===== src/rtl/ped_button_conditioner_pkg.sv =====
// Shared traffic-light definitions: the pedestrian-button FSM encoding and the
// missed-press counter width, used by this block and by Traffic_light_controller.
package ped_button_conditioner_pkg;

  localparam int unsigned MISSED_CNT_W = 4;

  typedef enum logic [1:0] {
    IDLE        = 2'd0,
    DEB_PRESS   = 2'd1,
    PRESSED     = 2'd2,
    DEB_RELEASE = 2'd3
  } ped_btn_state_e;

endpackage


===== src/rtl/ped_button_conditioner_sync_2ff.sv =====
// Two-flop synchronizer for a single asynchronous input bit.
module sync_2ff (
  input  logic clk,
  input  logic rst_n,
  input  logic d,
  output logic q
);

  logic meta;

  always_ff @(posedge clk or negedge rst_n) begin
    if (!rst_n) begin
      meta <= 1'b0;
      q    <= 1'b0;
    end else begin
      meta <= d;
      q    <= meta;
    end
  end

endmodule


===== src/rtl/ped_button_conditioner.sv =====
// Pedestrian button conditioner: synchronizes and debounces the raw button,
// then holds a request level until the controller acknowledges it.
module ped_button_conditioner
  import ped_button_conditioner_pkg::*;
#(
  parameter int unsigned DEBOUNCE_CYCLES = 50000
) (
  input  logic                    clk,
  input  logic                    rst_n,
  input  logic                    button_raw,
  input  logic                    req_ack,
  output logic                    button_pressed,
  output logic                    press_pulse,
  output logic                    button_stable,
  output logic [MISSED_CNT_W-1:0] missed_cnt
);

  localparam int unsigned CNT_W = $clog2(DEBOUNCE_CYCLES);
  localparam logic [CNT_W-1:0] CNT_LAST = CNT_W'(DEBOUNCE_CYCLES - 1);

  ped_btn_state_e   state, state_next;
  logic [CNT_W-1:0] cnt, cnt_next;
  logic             sync;
  logic             accept;

  sync_2ff u_sync (
    .clk   (clk),
    .rst_n (rst_n),
    .d     (button_raw),
    .q     (sync)
  );

  always_ff @(posedge clk or negedge rst_n) begin
    if (!rst_n) begin
      state <= IDLE;
      cnt   <= '0;
    end else begin
      state <= state_next;
      cnt   <= cnt_next;
    end
  end

  always_comb begin
    state_next = state;
    cnt_next   = cnt;
    accept     = 1'b0;
    case (state)
      IDLE: begin
        if (sync) begin
          state_next = DEB_PRESS;
          cnt_next   = '0;
        end
      end
      DEB_PRESS: begin
        if (!sync) begin
          state_next = IDLE;
        end else if (cnt == CNT_LAST) begin
          state_next = PRESSED;
          accept     = 1'b1;
        end else begin
          cnt_next = cnt + 1'b1;
        end
      end
      PRESSED: begin
        if (!sync) begin
          state_next = DEB_RELEASE;
          cnt_next   = '0;
        end
      end
      DEB_RELEASE: begin
        // A re-press here is only release bounce, so it never raises accept.
        if (sync) begin
          state_next = PRESSED;
        end else if (cnt == CNT_LAST) begin
          state_next = IDLE;
        end else begin
          cnt_next = cnt + 1'b1;
        end
      end
      default: state_next = IDLE;
    endcase
  end

  always_comb begin
    button_stable = (state == PRESSED) || (state == DEB_RELEASE);
  end

  // A new press wins over a same-edge acknowledge and is then not counted as missed.
  always_ff @(posedge clk or negedge rst_n) begin
    if (!rst_n) begin
      press_pulse    <= 1'b0;
      button_pressed <= 1'b0;
      missed_cnt     <= '0;
    end else begin
      press_pulse <= accept;
      if (accept) begin
        button_pressed <= 1'b1;
        if (button_pressed && !req_ack && (missed_cnt != '1)) begin
          missed_cnt <= missed_cnt + 1'b1;
        end
      end else if (req_ack) begin
        button_pressed <= 1'b0;
      end
    end
  end

endmodule


===== config.mk =====
export PLATFORM = sky130hd
export DESIGN_NAME = ped_button_conditioner
export DESIGN_NICKNAME = d
export VERILOG_FILES = /design/src/rtl/ped_button_conditioner_pkg.sv /design/src/rtl/ped_button_conditioner_sync_2ff.sv /design/src/rtl/ped_button_conditioner.sv
export SDC_FILE = /design/constraint.sdc
export NUM_CORES = 1
export LEC_CHECK = 0
export CAP_MARGIN = 30
export CORE_MARGIN = 5
export CORE_UTILIZATION = 40
export DETAILED_ROUTE_END_ITERATION = 10
export DONT_BUFFER_PORTS = 1
export GPL_TIMING_DRIVEN = 0
export PLACE_DENSITY = 0.59
export SLEW_MARGIN = 10
export SYNTH_ARGS = -nofsm -noshare
export SYNTH_HDL_FRONTEND = slang
export SYNTH_SLANG_ARGS = --single-unit

===== constraint.sdc =====
create_clock -name clk -period 2.1 [get_ports clk]
set_input_delay 0.42 -clock clk [delete_from_list [all_inputs] [get_ports clk]]
set_output_delay 0.42 -clock clk [all_outputs]
set_load 0.01 [all_outputs]

=== Word-level counts from Yosys, hierarchy flattened ===
Index checks and enable logic that the tools add are counted.

* Add/sub/neg operators: 2
* Multiply operators: 0
* Divide/modulo/power cells: 0
* Magnitude comparators: 0
* Eq/ne operators: 11
* Shifts and indexed selects: 0
* Mux-type cells: 18
* Bitwise gates (word level): 0
* Reductions and logical operators: 9

{| class="wikitable"
|+ Operator list
! operator !! count
|-
| $mux 16 || 5
|-
| $pmux 16 s4 || 1
|-
| $add 16x1->16 const B || 1
|-
| $eq 16x16->1 const B || 1
|-
| $mux 2 || 6
|-
| $pmux 2 s4 || 1
|-
| $reduce_and 4->1 || 2
|-
| $mux 1 || 5
|-
| $add 4x1->4 const B || 1
|-
| $eq 2x2->1 const B || 2
|-
| $ne 2x1->1 const B || 2
|-
| $ne 2x2->1 const B || 2
|-
| $ne 4x4->1 const B || 1
|-
| $ne 3x2->1 const B || 1
|-
| $ne 3x3->1 const B || 1
|-
| $eq 2x1->1 const B || 1
|-
| $logic_and 1x1->1 || 2
|-
| $logic_not 2->1 || 1
|-
| $reduce_and 2->1 || 1
|-
| $reduce_bool 2->1 || 1
|-
| $logic_not 1->1 || 1
|-
| $logic_or 1x1->1 || 1
|}

* Register bits after elaboration: 26
* Latch bits: 0
* RAM bits: 0
* ROM bits: 0
* Input bits: 4
* Output and inout port bits: 7
* Word-level logic and storage cells: 47
* Memories: 0

=== Depth between registers and ports, before layout ===
Gate-level depths: netlist (run 1).

* Depth in word-level cells: 5
* Gate-level depth with buffers: 7
* Gate-level depth less buffers: 6

=== By module ===
Synthesis (run 1) repeated with hierarchy kept, for this count alone.

* Cell total of the unflattened synthesis: 129
* Area total of the unflattened synthesis: 1,342.5 µm²

{| class="wikitable"
|+ By module, submodules not included
! module !! instances !! cells each !! area an instance (µm²) !! sequential area each (µm²)
|-
| ped_button_conditioner || 1 || 127 || 1,292.5 || 600.6
|-
| sync_2ff || 1 || 2 || 50.0 || 50.0
|}

=== Worst setup path after synthesis (run 1) ===
OpenSTA, ideal clock, no wires.

* Kind: register -> register
* Start: register cnt[0]
* End: register missed_cnt[1]
* Setup time: 0.125 ns
* Arrival: 1.581 ns
* Required time: 1.975 ns
* Setup slack: 0.395 ns
* Stages on the path, launching flop included: 6
* Path buffers: 0
* Clock period less this slack: 1.705 ns
* Cell sequence: dfrtp_1 ha_1 and3_1 nand3_4 nor4_4 mux2_2

* Cells in the longest elaborated chain, start to end: 5

{| class="wikitable"
|+ Ends and longest elaborated chain
! element !! line !! text
|-
| from (decl) || ped_button_conditioner.sv:22 || <nowiki>logic [CNT_W-1:0] cnt, cnt_next;</nowiki>
|-
| from (signal assigned) || ped_button_conditioner.sv:39 || <nowiki>cnt <= cnt_next;</nowiki>
|-
| $eq 16x16->1 || ped_button_conditioner.sv:57 || <nowiki>end else if (cnt == CNT_LAST) begin</nowiki>
|-
| $mux 1 || ped_button_conditioner.sv:57 ||
|-
| $mux 1 || ped_button_conditioner.sv:55 || <nowiki>if (!sync) begin</nowiki>
|-
| $mux 1 || ped_button_conditioner.sv:47 || <nowiki>case (state)</nowiki>
|-
| $reduce_and 2->1 (no line) || - ||
|-
| to (signal assigned) || ped_button_conditioner.sv:99 || <nowiki>missed_cnt <= missed_cnt + 1'b1;</nowiki>
|-
| to (decl) || ped_button_conditioner.sv:15 || <nowiki>output logic [MISSED_CNT_W-1:0] missed_cnt</nowiki>
|}

Every way passes these cells.
A chain may end at the register's enable or synchronous reset.

=== Final worst setup path (run 1) ===
* Start: register cnt[7]
* End: register missed_cnt[1]

Same word-level chain as after synthesis.

==> flow_metrics.env, run 1 <==
export IMPL_cts_sinks=26
export IMPL_wirelength_mm=2.68
export IMPL_dp_hpwl_mm=1.92
export IMPL_row_count=21
export IMPL_grt_pass1_vias=1036
export IMPL_synth_cell_area_um2=1330
export IMPL_cts_buffers=3
export IMPL_tritoncts="done"
export IMPL_max_cap_violations=0
export IMPL_ys_types=36
export IMPL_drive_above_1_share=0.131
export IMPL_p_sw_uw=208
export IMPL_worstReg2RegStart="cnt[7]"
export IMPL_p_total_uw=934
export IMPL_path_max_fanout=5
export IMPL_drt_iter0_markers=48
export IMPL_worstSetupPathType="register to register"
export IMPL_power_frac_comb=0.062
export IMPL_yosys_warnings=0
export IMPL_async_flop_share=1.00
export IMPL_layout_common_cells="dfrtp_1 (26), nand2_1 (17), nand3_1 (8), a31oi_1 (8), a21oi_1 (7)"
export IMPL_dieWidth_um=67.7
export IMPL_powerDensity_nw_per_um2=634
export IMPL_cp_data_required_time_ns=2.34
export IMPL_start_util=0.406
export IMPL_overflow=0
export IMPL_ir_drop_v=0.000312
export IMPL_post_route_min_period_ns=1.89
export IMPL_hold_viol=0
export IMPL_rsz0062_at_grt="false"
export IMPL_path_clk_slew_ns=0.15
export IMPL_synth_edf_count=0
export IMPL_ioPinCount=11
export IMPL_status="finished, final reports clean"
export IMPL_p_leak_uw=0.000635
export IMPL_final_common_cell="dfrtp_1"
export IMPL_vias=1045
export IMPL_ys_seq_elements=26
export IMPL_skew_ns=0.00550
export IMPL_drc=0
export IMPL_via_per_inst=5.71
export IMPL_crit_start="cnt[7]"
export IMPL_final_nets=144
export IMPL_postSynthCellCount=131
export IMPL_switching_share=0.223
export IMPL_synthAdderAreaFrac=0.0188
export IMPL_worst_pin_slew_ns=0.681
export IMPL_hold_start="button_raw"
export IMPL_antenna_found_initial=0
export IMPL_core_um2=3280
export IMPL_path_cells="nor4b_2 > nand2_1 > nor4_4 > mux2_2"
export IMPL_clockPowerShare=0.377
export IMPL_yosys_area_share_simple=0.253
export IMPL_drt_pass1_iterations=4
export IMPL_synth_flop_cell="dfrtp_1"
export IMPL_grt_pass1_wl_mm=4.77
export IMPL_slew_headroom=0.542
export IMPL_syn_nets=137
export IMPL_dieArea_um2=4590
export IMPL_p_int_uw=725
export IMPL_crit_slowest_cell="dfrtp_1"
export IMPL_ant_nets=0
export IMPL_fin_setup_tns_ns=0
export IMPL_synthMuxAreaShare=0.0169
export IMPL_io_buffer_count=0
export IMPL_insertion_delay_ns=0.33
export IMPL_cts_resized=0
export IMPL_track_usage=0.140
export IMPL_synth_xor_xnor_area_share=0.0328
export IMPL_setup_worst_path_start_class="register"
export IMPL_hp_class="input port to register"
export IMPL_drv_slew=0
export IMPL_gp_congestion=0.838
export IMPL_die_h_um=67.7
export IMPL_fmax_ghz=0.529
export IMPL_ctsRootBufferMaster="clkbuf_4"
export IMPL_cp_end_kind="register"
export IMPL_cpPeakStageDelay_ns=0.47
export IMPL_yosysSeqAreaShare=0.488
export IMPL_avgSynthCellArea_um2=10.2
export IMPL_clockBufferDepth=2
export IMPL_r2r_setup_slack_ns=0.21
export IMPL_synth_top_family_by_area="simple AND/OR/NAND/NOR gates"
export IMPL_period_share=0.901
export IMPL_seqPwrFrac=0.561
export IMPL_diodes=0
export IMPL_cts_max_level=1
export IMPL_crit_arrival_ns=2.13
export IMPL_finalSetupViolCount=0
export IMPL_wl_per_cell_um=14.7
export IMPL_syn_to_final_growth_pct=10.5
export IMPL_grt_max_degree=27
export IMPL_synth_compound_area_share=0.165
==> through the flow <==
stage / setup WS (ns) / hold slack, ns / instances / instance area [µm²] / util
after floorplan: 0.395 / 0.124 / 131 / 1330 / -
after global placement: 0.241 / 0.125 / 177 / 1390 / 0.424
after detailed placement: 0.221 / 0.125 / 177 / 1390 / 0.424
after CTS: 0.202 / 0.0837 / 183 / 1470 / 0.449
after global routing: 0.0347 / 0.0680 / 183 / 1470 / 0.449
final: 0.209 / 0.0965 / 183 / 1470 / 0.449
==> routing by layer <==
| metal | global-route usage | up-vias | wire length (µm) |
|---|---|---|---|
| li1 | - | 504 | - |
| met1 | 0.174 | 525 | 1270 |
| met2 | 0.225 | 12 | 1310 |
| met3 | 0.0233 | 4 | 62 |
| met4 | 0.0835 | 0 | 42 |
| met5 | 0 | - | 0 |
==> flip-flops by register name, summed over array words and instances, names as in the netlist, named ones only <==
signal	cells
cnt	16
state	1
missed_cnt	4
press_pulse	1
u_sync.q	1
u_sync.meta	1
button_pressed	1
==> repair_timing <==
item | 4_1_cts | 5_1_grt
endpoints found under the hold margin | 26 | 0
hold buffers | 2 | 0
setup buffers | 0 | 0
==> kinds of logic (layout without fill, tap and decap cells) <==
logic type | Yosys count | in the layout
flops | 26 | 26
simple gates | 55 | 55
buf+inv | 7 | 13
xor+xnor | 5 | 5
compound gates | 34 | 34
fa+ha+maj | 2 | 2
mux | 2 | 2
==> synth_stat cells (2+ instances only) <==
master	n	share of area
nor2_1	6	0.017
a21oi_1	7	0.026
and3_1	2	0.0094
or3_1	2	0.0094
o211ai_1	2	0.011
ha_1	2	0.019
a21o_1	4	0.023
or4_1	3	0.017
nor3_1	4	0.015
buf_4	2	0.011
dfrtp_1	26	0.49
nor4b_2	2	0.023
nand3_1	8	0.030
nand2_1	17	0.048
o21ai_0	6	0.023
inv_1	3	0.0084
xor2_1	2	0.013
a41oi_1	2	0.013
mux2_2	2	0.017
xnor2_1	3	0.020
nand2b_1	2	0.0094
nand4_1	2	0.0094
a31oi_1	8	0.038
a22o_1	2	0.013
==> worst paths after layout <==
path	cells past startpoint	to
hold reg to reg	0	u_sync.q
hold / removal	0	u_sync.meta
max in group asynchronous	2	u_sync.meta
setup / recovery	4	missed_cnt[1]
min in group asynchronous	2	cnt[4]
setup reg to reg	4	missed_cnt[1]
==> power groups by stage <==
stage          Clock (µW)  Sequential [µW]  Combinational (µW)
6_report              352              523                58.0
5_1_grt               376              525                67.2
4_1_cts               359              523                58.9
3_5_place_dp            0              533                42.5
3_3_place_gp            0              532                41.0
2_1_floorplan           0              530                33.9
==> area by class of cell <==
| class | instances | area, µm² |
|---|---|---|
| fill | 326 | 1810 |
| sequential | 26 | 651 |
| multi-input combinational | 98 | 649 |
| tap | 46 | 57.6 |
| clock inverter | 1 | 30.0 |
| timing repair buffer | 2 | 30.0 |
| clock buffer | 3 | 22.5 |
| buffer | 3 | 18.8 |
| inverter | 4 | 15.0 |
==> critical path, delay by kind of cell (launching register included) <==
family | cells | cell delay (ns)
and+or+nand+nor | 3 | 0.95
DFF | 1 | 0.47
muxes | 1 | 0.38
Power figures use the tool's default switching activity.
==> run 2: changes to the inputs <==
CTS_CLUSTER_DIAMETER = 120   (was default)
==> results of run 2 <==
Same layout as run 1: the final DEF is identical, and so are final timing and power.
==> run 3: changes to the inputs <==
CAP_MARGIN = default   (was 30)
==> results of run 3 <==
Same layout as run 1: the final DEF is identical, and so are final timing and power.
